## config.mk

```make
export PLATFORM = sky130hd
export DESIGN_NAME = pipe_ctrl
export DESIGN_NICKNAME = d
export VERILOG_FILES = /design/src/rtl/pipe_pkg.sv /design/src/rtl/pipe_ctrl_fwd_sel.sv /design/src/rtl/pipe_ctrl.sv
export SDC_FILE = /design/constraint.sdc
export NUM_CORES = 1
export LEC_CHECK = 0
export ABC_CLOCK_PERIOD_IN_PS = 2000
export CORE_MARGIN = 5
export CORE_UTILIZATION = 43
export CTS_CLUSTER_SIZE = 30
export DETAILED_ROUTE_END_ITERATION = 8
export GPL_ROUTABILITY_DRIVEN = 0
export PLACE_DENSITY = 0.72
export SETUP_SLACK_MARGIN = 0.02
export SYNTH_ARGS = -nofsm -noshare
export SYNTH_HDL_FRONTEND = slang
export SYNTH_SLANG_ARGS = --single-unit
```

## constraint.sdc

```tcl
create_clock -name clk -period 2 [get_ports clk]
set_input_delay 0.4 -clock clk [delete_from_list [all_inputs] [get_ports clk]]
set_output_delay 0.4 -clock clk [all_outputs]
set_load 0.01 [all_outputs]
```

## src/rtl/pipe_pkg.sv

```systemverilog
// Shared encodings for the pipeline hazard controller: forwarding selects,
// FSM states, MDU latency default and the per-stage shadow record.
package pipe_pkg;
  localparam int MDU_LAT_DEF = 8;

  typedef enum logic [1:0] {
    FWD_RF  = 2'b00,
    FWD_EX  = 2'b01,
    FWD_MEM = 2'b10,
    FWD_LD  = 2'b11
  } fwd_t;

  typedef enum logic {
    RUN = 1'b0,
    MDU = 1'b1
  } state_t;

  typedef struct packed {
    logic       wreg;
    logic [4:0] rn;
    logic       m2reg;
  } shadow_t;
endpackage

```

## src/rtl/pipe_ctrl_fwd_sel.sv

```systemverilog
// Per-operand forwarding select. Also flags a hit on an in-flight load in EX,
// which the top turns into the load-use stall.
module fwd_sel
  import pipe_pkg::*;
(
  input  logic [4:0] src,
  input  logic       en,
  input  shadow_t    ex,
  input  shadow_t    mem,
  output fwd_t       sel,
  output logic       ld_hit
);
  logic live;

  assign live = en && (src != 5'd0);

  // EX is checked first so the younger producer wins over MEM.
  always_comb begin
    sel = FWD_RF;
    if (!live)                                 sel = FWD_RF;
    else if (ex.wreg && ex.rn == src && !ex.m2reg) sel = FWD_EX;
    else if (mem.wreg && mem.rn == src && mem.m2reg) sel = FWD_LD;
    else if (mem.wreg && mem.rn == src)        sel = FWD_MEM;
  end

  assign ld_hit = live && ex.wreg && ex.m2reg && (ex.rn == src);
endmodule

```

## src/rtl/pipe_ctrl.sv

```systemverilog
// Pipeline hazard controller: operand forwarding, load-use stall, jump flush
// and multi-cycle mul/div stall FSM with EX/MEM shadow registers.
module pipe_ctrl
  import pipe_pkg::*;
#(
  parameter int MDU_LAT = MDU_LAT_DEF
) (
  input  logic       clk,
  input  logic       clr,
  input  logic [4:0] id_rs,
  input  logic [4:0] id_rt,
  input  logic       id_use_rs,
  input  logic       id_use_rt,
  input  logic       id_wreg,
  input  logic [4:0] id_rn,
  input  logic       id_m2reg,
  input  logic       id_mdu,
  input  logic       id_jump,
  output logic [1:0] fwda,
  output logic [1:0] fwdb,
  output logic       wpcir,
  output logic       bubble,
  output logic       flush,
  output logic       mdu_busy
);
  generate
    if (MDU_LAT < 2 || MDU_LAT > 15) begin : g_bad_lat
      $error("pipe_ctrl: MDU_LAT must be in 2..15");
    end
  endgenerate

  localparam logic [3:0] CNT_INIT = 4'(MDU_LAT - 2);

  state_t     state, state_nx;
  logic [3:0] count, count_nx;
  shadow_t    ex, mem;
  fwd_t       sela, selb;
  logic       hita, hitb, lu;

  fwd_sel u_fwd_rs (.src(id_rs), .en(id_use_rs), .ex(ex), .mem(mem), .sel(sela), .ld_hit(hita));
  fwd_sel u_fwd_rt (.src(id_rt), .en(id_use_rt), .ex(ex), .mem(mem), .sel(selb), .ld_hit(hitb));

  assign fwda = sela;
  assign fwdb = selb;
  assign lu   = hita | hitb;

  always_ff @(posedge clk or posedge clr) begin
    if (clr) begin
      state <= RUN;
      count <= 4'd0;
    end else begin
      state <= state_nx;
      count <= count_nx;
    end
  end

  // The stall wins over a jump: the jump stays in IF/ID and is re-presented.
  always_comb begin
    state_nx = state;
    count_nx = count;
    wpcir    = 1'b1;
    bubble   = 1'b0;
    flush    = 1'b0;
    mdu_busy = 1'b0;
    case (state)
      RUN: begin
        if (lu) begin
          wpcir  = 1'b0;
          bubble = 1'b1;
        end else begin
          flush = id_jump;
          if (id_mdu) begin
            state_nx = MDU;
            count_nx = CNT_INIT;
          end
        end
      end
      MDU: begin
        wpcir    = 1'b0;
        bubble   = 1'b1;
        mdu_busy = 1'b1;
        if (count == 4'd0) state_nx = RUN;
        else               count_nx = count - 4'd1;
      end
      default: state_nx = RUN;
    endcase
  end

  // While the MDU occupies EX, the EX shadow holds and MEM sees only bubbles.
  always_ff @(posedge clk or posedge clr) begin
    if (clr) begin
      ex  <= '0;
      mem <= '0;
    end else if (state == RUN) begin
      ex.wreg  <= id_wreg & ~bubble;
      ex.rn    <= id_rn;
      ex.m2reg <= id_m2reg;
      mem      <= ex;
    end else begin
      mem.wreg <= 1'b0;
    end
  end
endmodule

```

==> results.json, run 1 <==
{
  "outcome": "complete, but fails checks",
  "failed_checks": "setup timing",
  "r2r-start": "ex[1]",
  "worst_setup_path_startpoint": "id_rs[3]",
  "critical_path.endpoint": "flush",
  "power.switching_fraction": 0.3729,
  "grt_setup_unrepaired": "yes",
  "worstSetupPathType": "in2out",
  "internal-power_mw": 1.506,
  "cts-root-to-sink-buffers": 2,
  "cts_root_buf": "sky130_fd_sc_hd__clkbuf_4",
  "yosys_register_bits": 19,
  "syn_area_per_cell_um2": 11.06,
  "cts_max_level": 1,
  "path_max_fanout": 4,
  "tritoncts_buffers": 3,
  "grtUsageTotal": 0.1741,
  "ir_drop_mv": 1.023,
  "hold_violations": 0,
  "design.core.area_um2": 2710,
  "synthFlopType": "sky130_fd_sc_hd__dfrtp_1",
  "crit_arrival_ns": 1.85,
  "p_comb_frac": 0.598,
  "netlist_top_cells_area": "sky130_fd_sc_hd__dfrtp_1 40%, sky130_fd_sc_hd__mux2_2 11%, sky130_fd_sc_hd__xnor2_1 8.8%",
  "layout_setup_ws_ns": -0.2546,
  "hp-class": "in2async",
  "placed_cells_incl_taps": 194,
  "finalNetCount": 205,
  "seq_power_share": 0.320,
  "final.setup_skew_ns": 0.005391,
  "via_count": 1090,
  "ys_seq_area_frac": 0.3979,
  "total_global_routing_overflow": 0,
  "critical_path.startpoint_type": "primary input",
  "cellPowerDensity_nw_per_um2": 1239,
  "timing.reg2reg.worst_path_depth": 8,
  "finalInstanceArea_um2": 1938,
  "routed_wl_mm": 3.201,
  "r2r_setup_slack_ns": 0.22,
  "synth.top_cell.area_share": 0.3979,
  "endpoint_kind": "primary output",
  "number_of_antenna_violations_at_the_first_check_in_global_routing": 0,
  "drv_slew": 0,
  "dieArea_um2": 3933,
  "crit-reg2reg-capture": "count[2]",
  "yosysWarningCount": 0,
  "synthesis.nets": 133,
  "detail_route.vias_per_cell": 5.190,
  "timing.max_slew.rel_slack": 0.6354,
  "post_route_cells_drive_above_1_share": 0.5307,
  "maxCapViolations": 0,
  "postRouteAntennaNets": 0,
  "clk_transition_reported_paths_ns": 0.11,
  "post_synth_design_cell_area_um2": 1195,
  "cts_hold_buffers": 0,
  "cts_tree": "built",
  "first_global_vias": 1237,
  "die-height_um": 62.72,
  "grt_start_max_net_pins": 20,
  "detailedRoute.firstIterationViolations": 7,
  "fmax_mhz": 443.5,
  "total_leakage_power_nw": 0.8749,
  "initial_utilization": 0.4409,
  "areaGrowthSynthToFinish_pct": 62.20,
  "n_fill_cell": 204,
  "dp.final_hpwl_mm": 2.310,
  "clock_power_share": 0.081,
  "synth.distinct_cells": 41,
  "finish.utilization": 0.7151,
  "min_period_ns": 2.255,
  "final_period_utilization": 1.127,
  "first_pass_grt_wire_length_mm": 5.520,
  "die_x_um": 62.72,
  "totalNegativeSetupSlack_ns": -1.252,
  "std_cell_rows": 19,
  "detailed_place.area_um2": 1733,
  "post-synth-top-area-cell": "sky130_fd_sc_hd__dfrtp_1",
  "antenna-diode-count": 0,
  "remaining_drc_errors": 0,
  "wl_per_cell_um": 15.24,
  "post_synth_arst_share": 1.000,
  "layoutNonFillerInstCount": 210,
  "dr.pass1.iters": 4,
  "worstSkewPairLatency_ns": 0.30,
  "required_ns": 1.60,
  "clock_sink_count": 19,
  "max_slew.worst_pin.slew_ns": 0.5412,
  "dp_worst_setup_slack_ns": -1.039,
  "buffer_ports.inserted": 30,
  "setup_viol": 7,
  "io_pins": 31,
  "post_synth_inst_count": 108,
  "power_switching_mw": 0.8955,
  "synth-edff-count": 0
}
[flip-flops by register name, indices dropped and copies added, names as in the netlist]
name,flops
ex,7
state,1
mem,7
count,4
[power groups by stage]
stage,combinational (mW),clock (mW),sequential [mW]
after floorplan,0.740,0,0.734
after global placement,1.15,0,0.757
after detailed placement,1.20,0,0.760
after CTS,1.32,0.202,0.765
after global routing,1.56,0.224,0.802
final,1.44,0.195,0.770
[cell type report]
| cell class | count | area (um^2) | share of cell area |
|---|---|---|---|
| inverters | 5 | 18.77 | 0.009684 |
| flip-flops and latches | 19 | 476.7 | 0.2460 |
| repair buffers | 69 | 576.8 | 0.2976 |
| well taps | 31 | 38.79 | 0.02001 |
| multi-input cells | 82 | 800.8 | 0.4132 |
| clock buffers | 4 | 26.28 | 0.01356 |
[worst max-delay path, stage by stage]
cell and delay, ns:
sky130_fd_sc_hd__buf_6 0.09, sky130_fd_sc_hd__or4_4 0.53, sky130_fd_sc_hd__or2_4 0.26, sky130_fd_sc_hd__a41oi_4 0.25
sky130_fd_sc_hd__and3_4 0.22, sky130_fd_sc_hd__buf_6 0.09
[worst min-delay path by stage]
stage                     startpoint       end  slack, ns  cells past startpoint
after floorplan                  clr  count[0]       0.35                      1
after global placement      count[0]  count[0]       0.49                      1
after detailed placement    count[0]  count[0]       0.52                      1
after CTS                        clr     ex[2]       0.43                      3
after global routing             clr     ex[2]       0.42                      3
final                            clr     state       0.42                      3
[cell families after synthesis]
family          count (synthesis)  synth area share
simple gates                   29            0.1518
xor+xnor                       21            0.1539
flops                          19            0.3979
compound gates                 17            0.1309
mux                            13            0.1215
buf+inv                         7           0.02303
fa+ha+maj                       2           0.02094
[stage by stage]
stage	hold slack, ns	total power, mW
after floorplan	0.3511	1.474
after global placement	0.4864	1.904
after detailed placement	0.5180	1.960
after CTS	0.4297	2.290
after global routing	0.4241	2.584
final	0.4207	2.401
[placed cells by master, fill, tap and decap left out, types with 2 or more instances in the layout]
cell and n:
sky130_fd_sc_hd__nor2_1 2, sky130_fd_sc_hd__xnor2_1 8, sky130_fd_sc_hd__xor2_1 8, sky130_fd_sc_hd__buf_6 12, sky130_fd_sc_hd__a32o_2 2, sky130_fd_sc_hd__a21boi_2 2, sky130_fd_sc_hd__nor2b_1 2, sky130_fd_sc_hd__inv_1 5
sky130_fd_sc_hd__buf_4 34, sky130_fd_sc_hd__clkdlybuf4s50_1 12, sky130_fd_sc_hd__xnor2_2 4, sky130_fd_sc_hd__mux2_2 12, sky130_fd_sc_hd__or4_4 2, sky130_fd_sc_hd__ha_1 2, sky130_fd_sc_hd__buf_2 7, sky130_fd_sc_hd__and2_1 2
sky130_fd_sc_hd__dfrtp_1 18, sky130_fd_sc_hd__dlygate4sd2_1 3, sky130_fd_sc_hd__clkbuf_4 3, sky130_fd_sc_hd__nand2_1 3, sky130_fd_sc_hd__nor3_2 2
[synth_stat cells (2+ instances only)]
cell                       number
sky130_fd_sc_hd__dfrtp_1       19
sky130_fd_sc_hd__mux2_2        12
sky130_fd_sc_hd__xnor2_1       12
sky130_fd_sc_hd__xor2_1         9
sky130_fd_sc_hd__inv_1          5
sky130_fd_sc_hd__nand2_1        4
sky130_fd_sc_hd__nor2_1         3
sky130_fd_sc_hd__nor3_1         3
sky130_fd_sc_hd__a21boi_0       2
sky130_fd_sc_hd__a32o_1         2
sky130_fd_sc_hd__and2_1         2
sky130_fd_sc_hd__and3_1         2
sky130_fd_sc_hd__ha_1           2
sky130_fd_sc_hd__nand3_1        2
sky130_fd_sc_hd__nor2b_1        2
sky130_fd_sc_hd__o21ai_1        2
[per-layer routing]
metal	share of wire	vias to the layer above	wire length, um	GRT usage
met5	0	-	0	0
met4	0.017	0	54	0.05836
met3	0.047	7	151	0.05036
met2	0.54	32	1727	0.3148
met1	0.40	519	1268	0.1924
li1	-	532	-	-
[repair_timing]
item | 4_1_cts | 5_1_grt
resized for setup | 82 | 15
endpoints found under the setup margin | 9 | 10
cloned | 0 | 0
pin swaps | 21 | 18
buffers inserted | 12 | 5
No activity file was read; power rests on OpenSTA's default activity.
==> inputs of run 2 (changes only) <==
Settings changed: ABC_CLOCK_PERIOD_IN_PS 2000 to 2700, CORE_UTILIZATION 43 to 46, HOLD_SLACK_MARGIN set to 0.05, PLACE_DENSITY 0.72 to 0.73.
Clock period 2 ns to 2.7 ns, I/O delays scaled along.
==> run 2 against run 1 <==
  * The flow now finishes without violations
  * Register-to-register slack improved by 0.57 ns
  * Wire length decreased by 5.4%
  * First-iteration DRC count increased to 6.7 times the previous value
  * Sequential cell count unchanged
  * Total power decreased by 36%
  * Cell area decreased by 13%
  * Utilization decreased by 3.5 points
  * Sequential power decreased by 23%
  * Global-route usage increased by 0.64 points
  * Critical path type unchanged
  * Critical endpoint unchanged
  * Highest routed layer unchanged
==> results.json, run 2 (synthesis results as in run 1) <==
{
  "r2r_setup_slack_ns": 0.79,
  "dieArea_um2": 3717,
  "dp.final_hpwl_mm": 2.263,
  "clk_transition_reported_paths_ns": 0.11,
  "first_global_vias": 1127,
  "largest_stage_delay_on_the_critical_path_ns": 0.50,
  "design.core.area_um2": 2477,
  "antenna-diode-count": 0,
  "multi_input_area_um2": 721.9,
  "die_x_um": 60.97,
  "initial_utilization": 0.4823,
  "std_cell_rows": 18,
  "remaining_drc_errors": 0,
  "number_of_antenna_violations_at_the_first_check_in_global_routing": 0,
  "hp-class": "reg2reg",
  "r2r-start": "ex[5]",
  "timing.hold.worst.start": "count[0]",
  "final_period_utilization": 0.9728,
  "hold_violations": 0,
  "worst_path_dominant_cell_family": "simple AND/OR/NAND/NOR gates",
  "critical_path.startpoint_type": "primary input",
  "fmax_mhz": 380.7,
  "layout_setup_ws_ns": 0.07357,
  "grt_setup_unrepaired": "no",
  "cts_max_level": 1,
  "dp_worst_setup_slack_ns": -0.5707,
  "endpoint_kind": "primary output",
  "end_of_the_worst_hold_path": "count[0]",
  "total_global_routing_overflow": 0,
  "path_max_fanout": 3,
  "cp_slowest_cell": "sky130_fd_sc_hd__or4_4",
  "area.sequential_um2": 475.5,
  "routed_wl_mm": 3.027,
  "crit-reg2reg-capture": "count[0]",
  "final.setup_skew_ns": 0.009051,
  "setup_viol": 0,
  "cellPowerDensity_nw_per_um2": 913.7,
  "drv_slew": 0,
  "min_period_ns": 2.626,
  "maxCapViolations": 0,
  "whs_path_depth": 1,
  "detail_route.vias_per_cell": 5.548,
  "wl_per_cell_um": 16.10,
  "buffer_ports.inserted": 30,
  "commonest_non_fill_non_tap_cell_in_the_layout": "sky130_fd_sc_hd__dfrtp_1",
  "clock_sink_count": 19,
  "detailedRoute.firstIterationViolations": 47,
  "io_pins": 31,
  "cp_num_buf_inv": 2,
  "required_ns": 2.16,
  "cts_hold_buffers": 0,
  "cts_tree": "built",
  "outcome": "completed",
  "via_count": 1043,
  "max_slew.worst_pin.slew_ns": 0.7571,
  "post_route_cells_drive_above_1_share": 0.3291,
  "tritoncts_buffers": 3,
  "timing.reg2reg.worst_path_depth": 8,
  "timing.max_slew.rel_slack": 0.4947,
  "total_leakage_power_nw": 0.7411,
  "largest_registers_ranked_by_flip_flop_count": "ex (7), mem (7), count (4)",
  "worstSetupPathType": "in2out",
  "cts_root_buf": "sky130_fd_sc_hd__clkbuf_4",
  "worstSkewPairLatency_ns": 0.31,
  "cts-root-to-sink-buffers": 2,
  "areaGrowthSynthToFinish_pct": 40.94,
  "die-height_um": 60.97,
  "critical_path_cell_count": 6,
  "most-common-layout-cells": "19 x sky130_fd_sc_hd__dfrtp_1, 17 x sky130_fd_sc_hd__buf_4, 14 x sky130_fd_sc_hd__clkdlybuf4s50_1",
  "crit_arrival_ns": 2.09,
  "n_fill_cell": 203,
  "grtUsageTotal": 0.1805,
  "dr.pass1.iters": 4,
  "ir_drop_mv": 0.5630,
  "post-layout-total-power_mw": 1.539,
  "grt_start_max_net_pins": 20,
  "crit_path_cell_trace": "dlygate4sd2_1, or4_4, or2_4, a41oi_4, and3_1, buf_2",
  "first_pass_grt_wire_length_mm": 4.912,
  "finalNetCount": 184,
  "postRouteAntennaNets": 0
}
run 2: what timing repair did:
item	in CTS	in global routing
gates cloned	0	0
pin swaps	6	2
setup buffers	2	1
gates resized for setup	40	2
endpoints found under the setup margin	7	3
run 2: worst max path at each step:
stage	start	end	slack (ns)
final	id_rs[3]	flush	0.07
after global routing	id_rs[3]	bubble	0.02
after CTS	id_rs[3]	bubble	0.04
after detailed placement	id_rs[1]	flush	-0.57
after global placement	id_rs[1]	flush	-0.55
after floorplan	id_rs[1]	flush	0.38
run 2: routing by layer:
metal | part of all wire | global-route usage
met5 | 0 | 0
met3 | 0.053 | 0.03617
met1 | 0.39 | 0.1937
met2 | 0.53 | 0.3389
met4 | 0.024 | 0.07740
run 2: worst reg2reg max path, stage by stage, from the launching register on:
cell	delay, ns
sky130_fd_sc_hd__dfrtp_1	0.44
sky130_fd_sc_hd__xnor2_1	0.23
sky130_fd_sc_hd__and4_2	0.31
sky130_fd_sc_hd__a41oi_4	0.14
sky130_fd_sc_hd__buf_6	0.15
sky130_fd_sc_hd__buf_4	0.12
sky130_fd_sc_hd__buf_4	0.12
sky130_fd_sc_hd__buf_4	0.13
sky130_fd_sc_hd__a41oi_1	0.20
run 2: power by group:
part	switching (mW)	internal (mW)
Combinational	0.346	0.447
Sequential	0.162	0.428
Clock	0.0997	0.0554
run 2: final cells by class:
| cell class | count | share of cell area |
|---|---|---|
| multi-input cells | 82 | 0.4287 |
| flip-flops and latches | 19 | 0.2823 |
| repair buffers | 48 | 0.2392 |
| well taps | 30 | 0.02229 |
| clock buffers | 3 | 0.01337 |
| inverters | 5 | 0.01114 |
| clock inverters | 1 | 0.002972 |
run 2: through the flow:
stage,instance area (um^2),utilization,setup TNS [ns],cells,hold WS [ns]
finish,1684,0.6798,0,188,0.5361
global route,1684,0.6798,0,188,0.5483
CTS,1664,0.6717,0,187,0.5397
detailed placement,1637,0.6606,-2.961,181,0.5239
global placement,1637,0.6606,-2.830,181,0.4869
floorplan,1195,-,0,108,0.4616
